## config.mk

```make
export PLATFORM = sky130hd
export DESIGN_NAME = idex_hazard_reg
export DESIGN_NICKNAME = d
export VERILOG_FILES = /design/src/rtl/idex_hazard_reg.sv
export SDC_FILE = /design/constraint.sdc
export NUM_CORES = 1
export LEC_CHECK = 0
export CAP_MARGIN = 5
export CELL_PAD_IN_SITES_DETAIL_PLACEMENT = 1
export CELL_PAD_IN_SITES_GLOBAL_PLACEMENT = 2
export CORE_MARGIN = 2
export CORE_UTILIZATION = 25
export DETAILED_ROUTE_END_ITERATION = 12
export PLACE_DENSITY_LB_ADDON = 0.1
export RECOVER_POWER = 25
export SLEW_MARGIN = 15
export SYNTH_ARGS = -nofsm -noshare
export SYNTH_HDL_FRONTEND = slang
export SYNTH_SLANG_ARGS = --single-unit
```

## constraint.sdc

```tcl
create_clock -name clk -period 6.2 [get_ports clk]
set_clock_uncertainty 0.15 [all_clocks]
set_input_delay 1.86 -clock clk [delete_from_list [all_inputs] [get_ports clk]]
set_output_delay 1.86 -clock clk [all_outputs]
set_load 0.02 [all_outputs]
```

## src/rtl/idex_hazard_reg.sv

```systemverilog
// ID/EX pipeline register with load-use hazard detection, branch flush bubbles and saturating event counters.
// Latency 1 cycle; stall is combinational upstream backpressure; ce=0 freezes all state.
module idex_hazard_reg #(
  parameter int DW = 32,
  parameter int CW = 16
) (
  input  logic          clk,
  input  logic          rst,
  input  logic          ce,
  input  logic          flush,
  input  logic          id_valid,
  input  logic [4:0]    id_rs,
  input  logic [4:0]    id_rt,
  input  logic [4:0]    id_rd,
  input  logic          id_uses_rt,
  input  logic [DW-1:0] id_reg1,
  input  logic [DW-1:0] id_reg2,
  input  logic [DW-1:0] id_imm,
  input  logic          id_regdst,
  input  logic          id_alusrc,
  input  logic          id_memread,
  input  logic          id_memwrite,
  input  logic          id_memtoreg,
  input  logic          id_regwrite,
  input  logic [3:0]    id_aluop,
  output logic          stall,
  output logic          ex_valid,
  output logic [4:0]    ex_rs,
  output logic [4:0]    ex_rt,
  output logic [4:0]    ex_wreg,
  output logic [DW-1:0] ex_reg1,
  output logic [DW-1:0] ex_reg2,
  output logic [DW-1:0] ex_imm,
  output logic          ex_alusrc,
  output logic          ex_memread,
  output logic          ex_memwrite,
  output logic          ex_memtoreg,
  output logic          ex_regwrite,
  output logic [3:0]    ex_aluop,
  output logic [CW-1:0] stall_count,
  output logic [CW-1:0] flush_count
);

  typedef struct packed {
    logic          valid;
    logic [4:0]    rs;
    logic [4:0]    rt;
    logic [4:0]    wreg;
    logic [DW-1:0] reg1;
    logic [DW-1:0] reg2;
    logic [DW-1:0] imm;
    logic          alusrc;
    logic          memread;
    logic          memwrite;
    logic          memtoreg;
    logic          regwrite;
    logic [3:0]    aluop;
  } ex_t;

  localparam logic [CW-1:0] CNT_MAX = '1;
  localparam logic [CW-1:0] CNT_ONE = CW'(1);

  ex_t        ex_q;
  ex_t        ex_d;
  logic       hz;
  logic [4:0] wreg;

  assign wreg = id_regdst ? id_rd : id_rt;

  // Only the instruction already in EX can be a hazard source, so stall never feeds back on itself.
  always_comb begin
    hz = ex_q.valid & ex_q.memread & (ex_q.wreg != 5'd0) & id_valid &
         ((ex_q.wreg == id_rs) | (id_uses_rt & (ex_q.wreg == id_rt)));
  end

  assign stall = hz & ~flush & ~rst;

  always_comb begin
    ex_d          = '0;
    ex_d.valid    = id_valid;
    ex_d.rs       = id_rs;
    ex_d.rt       = id_rt;
    ex_d.wreg     = wreg;
    ex_d.reg1     = id_reg1;
    ex_d.reg2     = id_reg2;
    ex_d.imm      = id_imm;
    ex_d.alusrc   = id_valid & id_alusrc;
    ex_d.memread  = id_valid & id_memread;
    // A decode that asks for both read and write keeps the read.
    ex_d.memwrite = id_valid & id_memwrite & ~id_memread;
    ex_d.memtoreg = id_valid & id_memtoreg;
    ex_d.regwrite = id_valid & id_regwrite & (wreg != 5'd0);
    ex_d.aluop    = id_valid ? id_aluop : 4'd0;
  end

  always_ff @(posedge clk) begin
    if (rst) begin
      ex_q        <= '0;
      stall_count <= '0;
      flush_count <= '0;
    end else if (ce) begin
      if (flush) begin
        ex_q <= '0;
        if (flush_count != CNT_MAX) flush_count <= flush_count + CNT_ONE;
      end else if (hz) begin
        ex_q <= '0;
        if (stall_count != CNT_MAX) stall_count <= stall_count + CNT_ONE;
      end else begin
        ex_q <= ex_d;
      end
    end
  end

  assign ex_valid    = ex_q.valid;
  assign ex_rs       = ex_q.rs;
  assign ex_rt       = ex_q.rt;
  assign ex_wreg     = ex_q.wreg;
  assign ex_reg1     = ex_q.reg1;
  assign ex_reg2     = ex_q.reg2;
  assign ex_imm      = ex_q.imm;
  assign ex_alusrc   = ex_q.alusrc;
  assign ex_memread  = ex_q.memread;
  assign ex_memwrite = ex_q.memwrite;
  assign ex_memtoreg = ex_q.memtoreg;
  assign ex_regwrite = ex_q.regwrite;
  assign ex_aluop    = ex_q.aluop;

endmodule

```

==> results.md <==
- Number of antenna violations at the first check in global routing: 1
- Fraction of final layout cells with drive strength greater than 1: under 10%
- Buffer levels on the longest clock path: 2
- Commonest non-fill, non-tap cell in the layout: sky130_fd_sc_hd__clkdlybuf4s50_1
- DRT iter0 DRCs: roughly 170
- Switching part of the total power: around a quarter
- Share of power burned in combinational logic: ~12%
- Global placer's final weighted congestion: between 0.7 and 0.8
- Sequential fraction of design power: between 40% and 50%
- Count of buffering cells on the critical path with inverters included: 3
- Setup TNS: 0 ns
- Unrepaired setup endpoints after global routing: no
- Post-route fraction of the period consumed by the critical path: 97.2%
- Clock H-tree levels: 4
- Vias in the first global route: a little under 6000
- Number of clock sinks: 153
- Clock input transition at the sequential cells of the worst setup and hold paths: 0.07 ns
- Arrival time of data at the critical path endpoint: between 4 and 5 ns
- Yosys warnings: 0
- Clock buffers created by TritonCTS: 17
- Share of synthesized cell area in and, or, nand and nor gates: approximately 11%
- Total power per unit cell area: roughly 260 nW/um^2
- Floorplan die area: 23600 um^2
- Worst-Margin Slew: approximately 1.0 ns
- Tightest Hold Check Type: flop to flop
- Drc violations: 0
- Post-layout util: between 40 and 50%
- Critical-path top delay cell: sky130_fd_sc_hd__clkdlybuf4s50_1
- Number of endpoints with negative hold slack in the final report: 0
- Crit path cell chain: clkdlybuf4s50_1 -> xnor2_1 -> nand3_1 -> o22a_1 -> nor4_1 -> buf_4 -> clkdlybuf4s50_1
- TritonCTS clock tree: done
- Number of buffers inserted by port buffering: between 200 and 300
- Number of cells on the critical path: 7
- Critical Path Max Stage Delay: roughly 0.6 ns
- Worst slack on hold paths: roughly 0.32 ns
- Synthesized area per cell: around 11 um^2
- Total Routing Usage GR: 18.2%
- Later-pin clock latency in the skew report: around 0.42 ns
- Maximum net fanout on the critical path: 2
- Effective utilization at floorplan: approximately 26%
- Number of nets in the finished design: approximately 920
- Number of buffers inserted for hold repair after clock tree synthesis: 0
- Number of setup violations in the final report: 0
- Post-cts repair resize count: 0
- Cell count after synthesis: roughly 520
- Main combinational cell family by area after synthesis: compound AO/OA/AOI/OAI gates
- Highest-utilization routing layer at the global route stage: met2
- Fraction of met2 tracks used by global routing: roughly a third
- # IOs: roughly 280
- Worst Path Required: between 4 and 5 ns
- Flops & latches, synth: around 150
- Area Growth Syn to Fin: 65.0%
- Largest net degree at the start of global routing: 95
- Max Slew Vio Count: 0
- Number of iterations in the first detailed-routing pass: 4
- Core area: 21900 um^2
- Achievable Freq: 166 MHz
- Root Buffer Master: sky130_fd_sc_hd__clkbuf_16
- Cell types occupying the most area after synthesis: sky130_fd_sc_hd__dfxtp_1, sky130_fd_sc_hd__a22o_1, sky130_fd_sc_hd__o21ai_0, sky130_fd_sc_hd__xnor2_1, sky130_fd_sc_hd__clkbuf_1
- Flop-to-flop setup slack: 3.08 ns
- Reported max-cap violation count: 0
- Routed vias/inst: approximately 5.0
- Final critical-path required period: roughly 6.0 ns
- Crit path capture type: output port
- Number of rows created at floorplan: 54
- Number of post-CTS setup repair buffers: 0
- Outcome: finished, final reports clean
- Commonest non-fill, non-tap cells in the layout: sky130_fd_sc_hd__clkdlybuf4s50_1, sky130_fd_sc_hd__dfxtp_1, sky130_fd_sc_hd__a22o_1
- Post-synthesis share of cell area spent on full adders, half adders and majority gates: 0.448%
- Critical path class: input pin to output port
- Overall via count from detail_route: about 5400
- # fillers: between 2000 and 2500
- Tightest slew margin relative to the limit: a little over 30%
- Most common cell on crit path: sky130_fd_sc_hd__clkdlybuf4s50_1
- Number of cell instances on the worst register-to-register path: 5
- Portion of the post-synthesis area used by sequential elements: ~55%
- Global routing usage on met3: roughly 8%
- Final wirelength: 21900 um
- Grt total ovfl: 0
- Net switching power of the design: 586 uW
- Fraction of synthesized cell area in xor and xnor cells: 2.82%
- Post-Synthesis Net Count: approximately 650
- Post-synthesis cell type with the largest combined area: sky130_fd_sc_hd__dfxtp_1
- Vertical extent of the die: around 150 um
- Count of cell types in the netlist: between 40 and 50
- Tot Pwr: roughly 2400 uW
- Routed len/inst: just over 20 um
- Worst vdd ir: approximately 150 uV
- Share of total power in the clock network: about 45%
- Int Power: roughly 1800 uW
- Worst hold path depth: 1
- Synth Cell Area: ~5600 um^2
- Horizontal extent of the die: around 150 um
- DRT antenna net count: 0
- Proportion of netlist area held by the largest area contributor: 54.8%
- Detailed placement HPWL: 16300 um
- Category of the worst setup path launch point: input pin
- Multiplexer share of the synthesized area: under 10%
- Met1 track demand over resource: about a fifth
- Leakage power: between 0.003 and 0.004 uW
- First-pass GRT wire length: around 34000 um
- Synthesized-area fraction occupied by ao, oa, aoi and oai cells: 25.1%
- Top delay family on crit path: buffers and inverters
## sequential cells by signal (all words and copies together), names as in the netlist
signal,count
flush_count,16
ex_memread,1
stall_count,16
ex_alusrc,1
ex_rt,5
ex_aluop,4
ex_wreg,5
ex_reg1,32
ex_regwrite,1
ex_rs,5
ex_imm,32
ex_memwrite,1
ex_reg2,32
ex_memtoreg,1
ex_valid,1
## worst paths after layout
check	start	endpoint
max	id_rs[4]	stall
min	ex_imm[3]	ex_imm[3]
max reg2reg	ex_wreg[1]	ex_reg1[21]
min reg2reg	ex_imm[3]	ex_imm[3]
## layout make-up
cell class,instances,area [um^2],share of cell area [%]
Antenna cell,1,2.50,0.0271
Clock buffer,20,447,4.84
Clock inverter,12,141,1.53
Inverter,6,22.5,0.244
Multi-Input combinational cell,320,2310,25.1
Sequential cell,153,3060,33.2
Tap cell,280,350,3.80
Timing Repair Buffer,288,2890,31.3
## kinds of logic (layout without fill, tap and decap cells)
| group | count (synthesis) | after routing |
|---|---|---|
| other cells | 0 | 1 |
| fa+ha+maj | 2 | 2 |
| mux | 8 | 8 |
| buf+inv | 46 | 326 |
| compound gates | 177 | 177 |
| xor+xnor | 18 | 18 |
| simple gates | 115 | 115 |
| flops | 153 | 153 |
## cell usage after synthesis
cell / instances
sky130_fd_sc_hd__ha_1: 2
sky130_fd_sc_hd__and4_1: 5
sky130_fd_sc_hd__o22ai_1: 1
sky130_fd_sc_hd__nor3_1: 8
sky130_fd_sc_hd__nor3b_1: 1
sky130_fd_sc_hd__o41ai_1: 1
sky130_fd_sc_hd__buf_4: 1
sky130_fd_sc_hd__buf_2: 7
sky130_fd_sc_hd__nand2_1: 21
sky130_fd_sc_hd__xnor2_1: 11
sky130_fd_sc_hd__a21boi_0: 1
sky130_fd_sc_hd__o21ai_0: 21
sky130_fd_sc_hd__or3_1: 11
sky130_fd_sc_hd__mux2i_1: 6
sky130_fd_sc_hd__clkbuf_1: 25
sky130_fd_sc_hd__nand2b_1: 2
sky130_fd_sc_hd__o31ai_1: 7
sky130_fd_sc_hd__o31a_1: 1
sky130_fd_sc_hd__a311oi_1: 1
sky130_fd_sc_hd__a32o_1: 9
sky130_fd_sc_hd__nor4_1: 5
sky130_fd_sc_hd__nor2b_1: 5
sky130_fd_sc_hd__o2111a_1: 1
sky130_fd_sc_hd__buf_6: 6
sky130_fd_sc_hd__o2111ai_1: 3
sky130_fd_sc_hd__nand3_1: 16
sky130_fd_sc_hd__mux2_2: 2
sky130_fd_sc_hd__nand4_1: 10
sky130_fd_sc_hd__xor2_1: 7
sky130_fd_sc_hd__and3_1: 1
sky130_fd_sc_hd__or4_1: 9
sky130_fd_sc_hd__o22a_1: 1
sky130_fd_sc_hd__a21oi_1: 18
sky130_fd_sc_hd__a41o_1: 2
sky130_fd_sc_hd__and2_1: 3
sky130_fd_sc_hd__inv_1: 6
sky130_fd_sc_hd__o21ai_1: 1
sky130_fd_sc_hd__clkbuf_2: 1
sky130_fd_sc_hd__nor2_1: 16
sky130_fd_sc_hd__a21boi_2: 1
sky130_fd_sc_hd__o211ai_1: 1
sky130_fd_sc_hd__a22o_1: 107
sky130_fd_sc_hd__dfxtp_1: 153
sky130_fd_sc_hd__nor4b_1: 2
## per-layer routing
metal  wire, um  vias to the layer above
met4        323                        0
li1           -                     2516
met1       8840                     2640
met3       1890                       19
met2      10900                      185
met5          0                        -
## power groups by stage
stage / clock [uW] / combinational, uW / sequential, uW
2_1_floorplan: 0 / 70.0 / 1090
3_3_place_gp: 0 / 274 / 1060
3_5_place_dp: 0 / 279 / 1060
4_1_cts: 1080 / 280 / 1040
5_1_grt: 1130 / 287 / 1040
6_report: 1050 / 271 / 1040
## through the flow
step                      area (um^2)  setup WS (ns)  instances
after floorplan                  5590          0.841        519
after global placement           8640          0.215       1047
after detailed placement         8640          0.210       1047
after CTS                        9220          0.201       1079
after global routing             9230         0.0835       1080
final                            9230          0.174       1080
No activity file was read; power rests on OpenSTA's default activity.
